<file path="config.mk">
export PLATFORM = sky130hd
export DESIGN_NAME = colpar_stream_unit
export DESIGN_NICKNAME = d
export VERILOG_FILES = /design/src/rtl/colpar_pkg.sv /design/src/rtl/colpar_ctrl.sv /design/src/rtl/colpar_stream_unit.sv
export SDC_FILE = /design/constraint.sdc
export NUM_CORES = 1
export LEC_CHECK = 0
export ABC_AREA = 0
export CORE_MARGIN = 2
export CORE_UTILIZATION = 50
export CTS_BUF_LIST = sky130_fd_sc_hd__clkbuf_16
export CTS_CLUSTER_DIAMETER = 200
export DETAILED_ROUTE_END_ITERATION = 10
export GPL_TIMING_DRIVEN = 0
export PLACE_DENSITY = 0.68
export SLEW_MARGIN = 15
export SYNTH_ARGS = -nofsm -noshare
export SYNTH_HDL_FRONTEND = slang
export SYNTH_SLANG_ARGS = --single-unit
</file>
<file path="constraint.sdc">
create_clock -name clk -period 9.8 [get_ports clk]
set_input_delay 1.96 -clock clk [delete_from_list [all_inputs] [get_ports clk]]
set_output_delay 1.96 -clock clk [all_outputs]
set_load 0.05 [all_outputs]
</file>
<file path="src/rtl/colpar_pkg.sv">
// Shared types and helpers for the column-parity stream unit.
package colpar_pkg;

  typedef enum logic [2:0] {IDLE, ARM, READ, DRAIN, EMIT} state_t;

  localparam int ROWS_DEF = 5;
  localparam int COLS_DEF = 5;
  localparam int NLANES   = ROWS_DEF * COLS_DEF;

  // Upper bound on LANE_W for the width-generic rotate helper.
  localparam int MAX_LANE_W = 512;
  typedef logic [MAX_LANE_W-1:0] wide_t;

  function automatic int nlanes(input int rows, input int cols);
    return rows * cols;
  endfunction

  function automatic int idx_w(input int n);
    return (n > 1) ? $clog2(n) : 1;
  endfunction

  // Rotate the low w bits of v left by one; bits above w stay zero.
  function automatic wide_t rotl1(input wide_t v, input int w);
    wide_t r;
    r = '0;
    r[0] = v[w-1];
    for (int i = 1; i < MAX_LANE_W; i++)
      if (i < w) r[i] = v[i-1];
    return r;
  endfunction

endpackage

</file>
<file path="src/rtl/colpar_ctrl.sv">
// Sequencer: start handshake, lane reads, column wrap counter and EMIT indexing.
module colpar_ctrl
  import colpar_pkg::*;
#(
  parameter int ROWS      = 5,
  parameter int COLS      = 5,
  parameter int ADDR_W    = 5,
  parameter int BASE_ADDR = 0,
  parameter int IDX_W     = 3
) (
  input  logic              clk,
  input  logic              rst,
  input  logic              start,
  input  logic              out_ready,
  output logic              mem_rd,
  output logic [ADDR_W-1:0] mem_addr,
  output logic              ready,
  output logic              done,
  output logic              out_valid,
  output logic [IDX_W-1:0]  out_idx,
  output logic              acc_en,
  output logic [IDX_W-1:0]  acc_col,
  output logic              clr
);

  localparam int NL  = nlanes(ROWS, COLS);
  localparam int K_W = idx_w(NL);

  state_t           state;
  logic [K_W-1:0]   k;
  logic [IDX_W-1:0] col;

  assign clr = (state == IDLE) && start;

  always_ff @(posedge clk) begin
    if (rst) begin
      state     <= IDLE;
      mem_rd    <= 1'b0;
      mem_addr  <= ADDR_W'(BASE_ADDR);
      k         <= '0;
      col       <= '0;
      acc_en    <= 1'b0;
      acc_col   <= '0;
      ready     <= 1'b1;
      done      <= 1'b0;
      out_valid <= 1'b0;
      out_idx   <= '0;
    end else begin
      done    <= 1'b0;
      // Read data lands one cycle later, so the column tag follows it by one.
      acc_en  <= mem_rd;
      acc_col <= col;
      case (state)
        IDLE: if (start) begin
          state <= ARM;
          ready <= 1'b0;
        end
        ARM: if (!start) begin
          state    <= READ;
          mem_rd   <= 1'b1;
          mem_addr <= ADDR_W'(BASE_ADDR);
          k        <= '0;
          col      <= '0;
        end
        READ: begin
          if (k == K_W'(NL - 1)) begin
            state  <= DRAIN;
            mem_rd <= 1'b0;
          end else begin
            k        <= k + 1'b1;
            mem_addr <= mem_addr + 1'b1;
            col      <= (col == IDX_W'(COLS - 1)) ? '0 : col + 1'b1;
          end
        end
        DRAIN: begin
          state     <= EMIT;
          out_valid <= 1'b1;
          out_idx   <= '0;
        end
        EMIT: if (out_ready) begin
          if (out_idx == IDX_W'(COLS - 1)) begin
            state     <= IDLE;
            out_valid <= 1'b0;
            out_idx   <= '0;
            done      <= 1'b1;
            ready     <= 1'b1;
          end else begin
            out_idx <= out_idx + 1'b1;
          end
        end
        default: state <= IDLE;
      endcase
    end
  end

endmodule

</file>
<file path="src/rtl/colpar_stream_unit.sv">
// Column-parity engine: accumulates C[x] over ROWS lanes and streams COLS words.
// Define COLPAR_THETA_D_EN to emit D[x] = C[x-1] ^ rotl1(C[x+1]) instead of C[x].
module colpar_stream_unit
  import colpar_pkg::*;
#(
  parameter int LANE_W    = 64,
  parameter int ROWS      = 5,
  parameter int COLS      = 5,
  parameter int ADDR_W    = 5,
  parameter int BASE_ADDR = 0
) (
  input  logic                     clk,
  input  logic                     rst,
  input  logic                     start,
  output logic                     mem_rd,
  output logic [ADDR_W-1:0]        mem_addr,
  input  logic [LANE_W-1:0]        mem_rdata,
  output logic                     out_valid,
  input  logic                     out_ready,
  output logic [$clog2(COLS)-1:0]  out_idx,
  output logic [LANE_W-1:0]        out_data,
  output logic                     ready,
  output logic                     done
);

  localparam int IDX_W = $clog2(COLS);

  logic              acc_en, clr;
  logic [IDX_W-1:0]  acc_col;
  logic [LANE_W-1:0] c [COLS];
  logic [LANE_W-1:0] word;

  colpar_ctrl #(
    .ROWS(ROWS), .COLS(COLS), .ADDR_W(ADDR_W), .BASE_ADDR(BASE_ADDR), .IDX_W(IDX_W)
  ) u_ctrl (
    .clk(clk), .rst(rst), .start(start), .out_ready(out_ready),
    .mem_rd(mem_rd), .mem_addr(mem_addr), .ready(ready), .done(done),
    .out_valid(out_valid), .out_idx(out_idx),
    .acc_en(acc_en), .acc_col(acc_col), .clr(clr)
  );

  always_ff @(posedge clk) begin
    if (rst || clr) begin
      for (int i = 0; i < COLS; i++) c[i] <= '0;
    end else if (acc_en) begin
      c[acc_col] <= c[acc_col] ^ mem_rdata;
    end
  end

`ifdef COLPAR_THETA_D_EN
  logic [IDX_W-1:0] xm, xp;
  wide_t            rot;
  always_comb begin
    xm   = (out_idx == '0) ? IDX_W'(COLS - 1) : out_idx - 1'b1;
    xp   = (out_idx == IDX_W'(COLS - 1)) ? '0 : out_idx + 1'b1;
    rot  = rotl1(wide_t'(c[xp]), LANE_W);
    word = c[xm] ^ rot[LANE_W-1:0];
  end
`else
  always_comb begin
    word = c[out_idx];
  end
`endif

  // Parity is only meaningful while a word is offered.
  assign out_data = out_valid ? word : '0;

endmodule
</file>
==> Word-level counts from Yosys, hierarchy flattened <==
Memories as Yosys holds them, arrays and structs flattened. A register that Yosys moved wholly into a read port is not among the register bits.
Cells that the tools add are included.
{ "totals": {"regBits": 27, "latch_bits": 0, "ramBits": 320, "romBits": 0, "elab_cells": 87, "memories": 1} }
{ "mem_list": {"columns": ["name", "words", "word_bits", "rd", "rd_ports_with_merged_regs", "write_ports", "line", "rtl"], "rows": [
  ["c", 5, 64, 2, 2, 5, "colpar_stream_unit.sv:30", "logic [LANE_W-1:0] c [COLS];"]
]} }
{ "classes": {"addsub": 4, "multipliers": 0, "n_div": 0, "order_cmp": 0, "n_eq_ne": 13, "shifts": 0, "n_mux": 41, "bitwise_logic": 3, "reduce_logical": 14} }
{ "op_table": {"columns": ["cell", "n"], "rows": [
  ["two-way mux 64 bit", 2],
  ["OR reduction 64 bit", 1],
  ["bitwise XOR 64 bit", 1],
  ["two-way mux 3 bit", 14],
  ["one-hot mux 5 bit (2 select lines)", 2],
  ["two-way mux 5 bit", 3],
  ["one-hot mux 3 bit (5 select lines)", 1],
  ["two-way mux 1 bit", 14],
  ["one-hot mux 3 bit (2 select lines)", 2],
  ["adder 5 x 1 -> 5 bit (second input constant)", 2],
  ["equality test 3 bit (second input constant)", 3],
  ["AND reduction 3 bit", 3],
  ["!= test 2 bit (second input constant)", 4],
  ["adder 3 x 1 -> 3 bit (second input constant)", 2],
  ["equality test 3 x 2 -> 1 bit (second input constant)", 2],
  ["one-hot mux 1 bit (2 select lines)", 3],
  ["nonzero test 2 bit", 3],
  ["equality test 5 bit (second input constant)", 1],
  ["AND reduction 5 bit", 1],
  ["!= test 2 x 1 -> 1 bit (second input constant)", 2],
  ["AND reduction 4 bit", 1],
  ["equality test 3 x 1 -> 1 bit (second input constant)", 1],
  ["logical NOT 3 bit", 1],
  ["OR reduction 3 bit", 1],
  ["other kinds (4)", 5]
]} }

==> Depth between registers and ports, before layout <==
Gate-level depths: netlist of run 1.
{ "depth": {"word_depth": 7, "depth_mapped": 8, "ltp_nobuf": 6} }

==> By module <==
A second synthesis of run 1 with hierarchy kept.
{ "hier_totals": {"cells_unflattened": 1969, "area_unflattened_um2": 28125.7} }
{ "by_module_without_submodules": {"columns": ["module", "n_inst", "cells_each", "area_each_um2", "seq_area_each_um2"], "rows": [
  ["colpar_stream_unit", 1, 1828, 26788.2, 15374.7],
  ["colpar_ctrl", 1, 141, 1337.5, 540.5]
]} }

==> Least setup slack after synthesis of run 1 <==
Ideal clock, no wire load.
{ "synth_timing": {"path_kind": "input -> register", "startpoint": "input rst", "endpoint": "memory c[6][0], enable pin", "setup_ns": 0.578, "arrival_time_ns": 7.354, "required_time_ns": 9.222, "setup_slack_ns": 1.868, "cell_stages": 6, "path_buffers": 2, "path_cell_list": "buf_2 -> clkinv_1 -> and2_1 -> buf_2 -> nand3_1 -> nor3b_1"} }
{ "synth_lines": {"columns": ["element", "line", "rtl"], "rows": [
  ["from (decl)", "colpar_stream_unit.sv:13", "input logic rst,"],
  ["to (decl)", "colpar_stream_unit.sv:30", null]
]} }

==> run_summary.xml, run 1 <==
<?xml version="1.0" encoding="UTF-8"?>
<metrics>
  <group name="finish">
    <metric name="area.growth.synth_to_final" unit="%">16.3</metric>
    <metric name="final_nets" unit="">2001</metric>
    <metric name="ant_cells" unit="">0</metric>
    <metric name="post_route_standard_cell_area_excluding_fillers" unit="um2">32900</metric>
    <metric name="fraction_of_final_layout_cells_with_drive_strength_greater_than_1" unit="">0.288</metric>
  </group>
  <group name="place">
    <metric name="total_of_buffers_placed_on_input_and_output_ports" unit="">142</metric>
    <metric name="placedInstanceArea" unit="um2">31100</metric>
    <metric name="gp_routability_congestion" unit="">0.828</metric>
    <metric name="dp_hpwl" unit="mm">47.2</metric>
    <metric name="dpl_worst_slack" unit="ps">4450</metric>
  </group>
  <group name="synth">
    <metric name="yosys-mux-area-fraction" unit="">0.276</metric>
    <metric name="combinational_family_with_the_most_area_after_synthesis" unit="">multiplexers</metric>
    <metric name="yosys.area.top_type_share" unit="">0.544</metric>
    <metric name="syn-mean-instance-area" unit="um2">16.7</metric>
    <metric name="most_numerous_cell_types_in_the_synthesized_netlist" unit="">512 x sky130_fd_sc_hd__edfxtp_1, 327 x sky130_fd_sc_hd__nor2_1, 254 x sky130_fd_sc_hd__mux4_2</metric>
    <metric name="ys_types" unit="">49</metric>
    <metric name="synthCells" unit="">1697</metric>
    <metric name="yosys.area_share.simple" unit="">0.0712</metric>
    <metric name="post-synth-top-area-cell" unit="">sky130_fd_sc_hd__edfxtp_1</metric>
    <metric name="synth.ff_latch_count" unit="">542</metric>
    <metric name="postSynth.asyncResetShare" unit="">0</metric>
    <metric name="yosys_warnings" unit="">0</metric>
    <metric name="synth-edff-count" unit="">512</metric>
    <metric name="ys_dominant_reg_cell" unit="">sky130_fd_sc_hd__edfxtp_1</metric>
    <metric name="syn-cell-area" unit="um2">28300</metric>
    <metric name="ys_top_cells_by_area" unit="">sky130_fd_sc_hd__edfxtp_1 54%, sky130_fd_sc_hd__mux4_2 20%, sky130_fd_sc_hd__mux2i_4 5.0%, sky130_fd_sc_hd__nor2_1 4.3%, sky130_fd_sc_hd__xor2_2 3.6%</metric>
    <metric name="yosysMostFrequentCell" unit="">sky130_fd_sc_hd__edfxtp_1</metric>
    <metric name="ys_seq_area_frac" unit="">0.565</metric>
    <metric name="synth_xor_area_frac" unit="">0.0363</metric>
    <metric name="synth-compound-area-share" unit="">0.0110</metric>
    <metric name="synth-adder-area-share" unit="">0.00310</metric>
    <metric name="syn-num-nets" unit="">1772</metric>
  </group>
  <group name="floorplanning">
    <metric name="design.die.area" unit="um2">58400</metric>
    <metric name="die_h" unit="um">242</metric>
    <metric name="io_pins" unit="">144</metric>
    <metric name="core_area" unit="um2">56200</metric>
    <metric name="initial_utilization" unit="">0.503</metric>
    <metric name="std_cell_rows" unit="">87</metric>
    <metric name="die_x" unit="um">242</metric>
  </group>
  <group name="setup_path">
    <metric name="worstReg2RegStart" unit="">u_ctrl.acc_col[2]$_SDFF_PP0_</metric>
    <metric name="critPathMaxFanout" unit="">10</metric>
    <metric name="worstPathRequired" unit="ps">7840</metric>
    <metric name="crit_arrival" unit="ps">4110</metric>
    <metric name="worstSetupPathType" unit="">reg -&gt; out</metric>
    <metric name="timing.critical_path.to_type" unit="">output port</metric>
    <metric name="worstSetupStartpointType" unit="">flip-flop</metric>
  </group>
  <group name="clocking">
    <metric name="clockBufferDepth" unit="">3</metric>
    <metric name="clock_latency" unit="ps">620</metric>
    <metric name="clock_sinks" unit="">542</metric>
    <metric name="tritoncts" unit="">done</metric>
    <metric name="cts.root.buffer_cell" unit="">sky130_fd_sc_hd__clkbuf_16</metric>
    <metric name="postCtsResizedCells" unit="">0</metric>
    <metric name="holdBufCountCts" unit="">0</metric>
    <metric name="cts_htree_levels" unit="">2</metric>
    <metric name="clk_pin_slew_worst_paths" unit="ps">60</metric>
    <metric name="tritoncts.num_buffers" unit="">57</metric>
    <metric name="post_cts_buffers" unit="">0</metric>
  </group>
  <group name="sta">
    <metric name="worst_slew_margin_rel" unit="">0.260</metric>
    <metric name="hold_viol_final" unit="">0</metric>
    <metric name="timing.final.crit_share" unit="">0.619</metric>
    <metric name="achievable_clock_frequency" unit="MHz">165</metric>
    <metric name="worst_slew_pin_slew" unit="ps">1110</metric>
    <metric name="final-setup-viol-count" unit="">0</metric>
    <metric name="setup_ws" unit="ps">3730</metric>
    <metric name="timing.final.max_slew_violations" unit="">0</metric>
    <metric name="setup-tns-final" unit="ps">0</metric>
    <metric name="grt_setup_unrepaired" unit="">no</metric>
    <metric name="final.setup_skew" unit="ps">17.6</metric>
    <metric name="timing.final.crit_period" unit="ps">6070</metric>
  </group>
  <group name="global_routing">
    <metric name="largest_net_degree_at_the_start_of_global_routing" unit="">42</metric>
    <metric name="globalRouteMet2Util" unit="">0.422</metric>
    <metric name="global_route.usage.met1" unit="">0.338</metric>
    <metric name="global_route_wire_length_before_repair" unit="mm">109</metric>
    <metric name="vias_in_the_first_global_route" unit="">17423</metric>
    <metric name="grt_antenna_before_repair" unit="">1</metric>
    <metric name="track_usage" unit="">0.252</metric>
    <metric name="overflow" unit="">0</metric>
    <metric name="grt_busiest_layer" unit="">met2</metric>
    <metric name="gr-usage-met3" unit="">0.0454</metric>
  </group>
  <group name="min_path">
    <metric name="hold_path.startpoint" unit="">u_ctrl.mem_addr[4]$_SDFFE_PP0P_</metric>
    <metric name="hp-class" unit="">reg -&gt; reg</metric>
  </group>
  <group name="route">
    <metric name="detail-route-antenna-nets" unit="">0</metric>
    <metric name="wl_final" unit="mm">73.1</metric>
    <metric name="detailedRoute.firstPassIterationCount" unit="">5</metric>
    <metric name="route.vias.total" unit="">16483</metric>
    <metric name="via_per_inst" unit="">6.05</metric>
    <metric name="drc" unit="">0</metric>
    <metric name="drt_first_iter_violations" unit="">1553</metric>
    <metric name="detail_route.wl_per_cell" unit="um">26.8</metric>
  </group>
  <group name="job">
    <metric name="timing.max_cap.violations" unit="">0</metric>
  </group>
  <group name="power_and_ir_drop">
    <metric name="power-per-cell-area" unit="nW/um2">160</metric>
    <metric name="ir_worst_vdd" unit="V">0.000136</metric>
    <metric name="total_power" unit="mW">5.24</metric>
    <metric name="leakagePower" unit="nW">10.9</metric>
  </group>
  <group name="run_status">
    <metric name="status" unit="">finished clean</metric>
  </group>
</metrics>
-- worst max-delay path: stages, from the launching register on --
cell	delay, ps
sky130_fd_sc_hd__dfxtp_1	320
sky130_fd_sc_hd__clkbuf_1	700
sky130_fd_sc_hd__clkbuf_1	740
sky130_fd_sc_hd__mux4_2	350
sky130_fd_sc_hd__mux2i_1	70
sky130_fd_sc_hd__nor2b_1	400
sky130_fd_sc_hd__clkdlybuf4s50_1	890
-- worst paths after layout --
path                                     endpoint  slack (ps)  depth (start not counted)
setup reg to reg               c[6][45]$_DFFE_PP_        6260                          9
hold reg to reg   u_ctrl.mem_addr[4]$_SDFFE_PP0P_         470                          1
setup / recovery                      out_data[2]        3730                          6
hold / removal    u_ctrl.mem_addr[4]$_SDFFE_PP0P_         470                          1
-- power breakdown --
part	total, mW	leakage (nW)	switching [mW]	internal, mW
Combinational	0.444	4.56	0.256	0.188
Sequential	2.69	5.45	0.0453	2.64
Clock	2.11	0.938	0.898	1.21
Total	5.24	10.9	1.20	4.04
-- through the flow --
stage                     hold slack (ps)  cells   util
after floorplan                       446   1697      -
after global placement                453   2595  0.545
after detailed placement              456   2623  0.553
after CTS                             471   2726  0.585
after global routing                  507   2726  0.585
final                                 469   2726  0.585
-- registers in the layout, summed over array words and instances (netlist names), named ones only --
| name | count |
|---|---|
| c | 512 |
| u_ctrl.acc_col | 3 |
| u_ctrl.acc_en | 1 |
| u_ctrl.col | 3 |
| u_ctrl.done | 1 |
| u_ctrl.k | 5 |
| u_ctrl.mem_addr | 5 |
| u_ctrl.mem_rd | 1 |
| u_ctrl.out_idx | 3 |
| u_ctrl.out_valid | 1 |
| u_ctrl.ready | 1 |
| u_ctrl.state | 3 |
-- placed cells by master (no fill, tap or decap), drive strengths merged, types with 5 or more instances in the layout --
master	instances
nor3	11
dfxtp	30
buf	98
bufinv	5
nand3	8
mux4	254
ha	7
o21ai	7
clkbuf	112
a31oi	5
nor2b	69
mux2i	129
edfxtp	512
nand2	16
a211oi	5
nor2	327
xor2	63
inv	88
clkinv	26
clkdlybuf4s50	142
a21oi	12
-- cells by family after synthesis --
| family | Yosys count |
|---|---|
| xor+xnor | 63 |
| flops | 542 |
| mux | 383 |
| buf+inv | 199 |
| fa+ha+maj | 7 |
| compound gates | 47 |
| simple gates | 456 |
-- layout make-up --
| cell class | count | area, um2 |
|---|---|---|
| Clock buffer | 59 | 1480 |
| Sequential cell | 542 | 16000 |
| Buffer | 123 | 763 |
| Timing Repair Buffer | 170 | 1790 |
| Inverter | 76 | 285 |
| Fill cell | 4244 | 23300 |
| Multi-Input combinational cell | 956 | 11300 |
| Tap cell | 756 | 946 |
| Clock inverter | 44 | 332 |
-- layer usage --
layer | wire length [um] | up-vias
li1 | - | 6942
met1 | 28500 | 8645
met2 | 37000 | 756
met3 | 5540 | 140
met4 | 2030 | 0
met5 | 0 | -
No activity file was read; power rests on OpenSTA's default activity.
==> run 2: changes to the inputs <==
Clock period 9.8 ns to 5.7 ns, I/O delays scaled along.
==> results of run 2 <==
The final DEF is identical to that of run 1. Status: finished clean.
Main changes from that run: setup slack after placement 4450 ps -> 1170 ps; setup slack after layout 3730 ps -> 454 ps; register-to-register setup slack 6260 ps -> 2160 ps; total power 5.24 mW -> 9.01 mW; worst IR drop on VDD 0.000136 V -> 0.000234 V
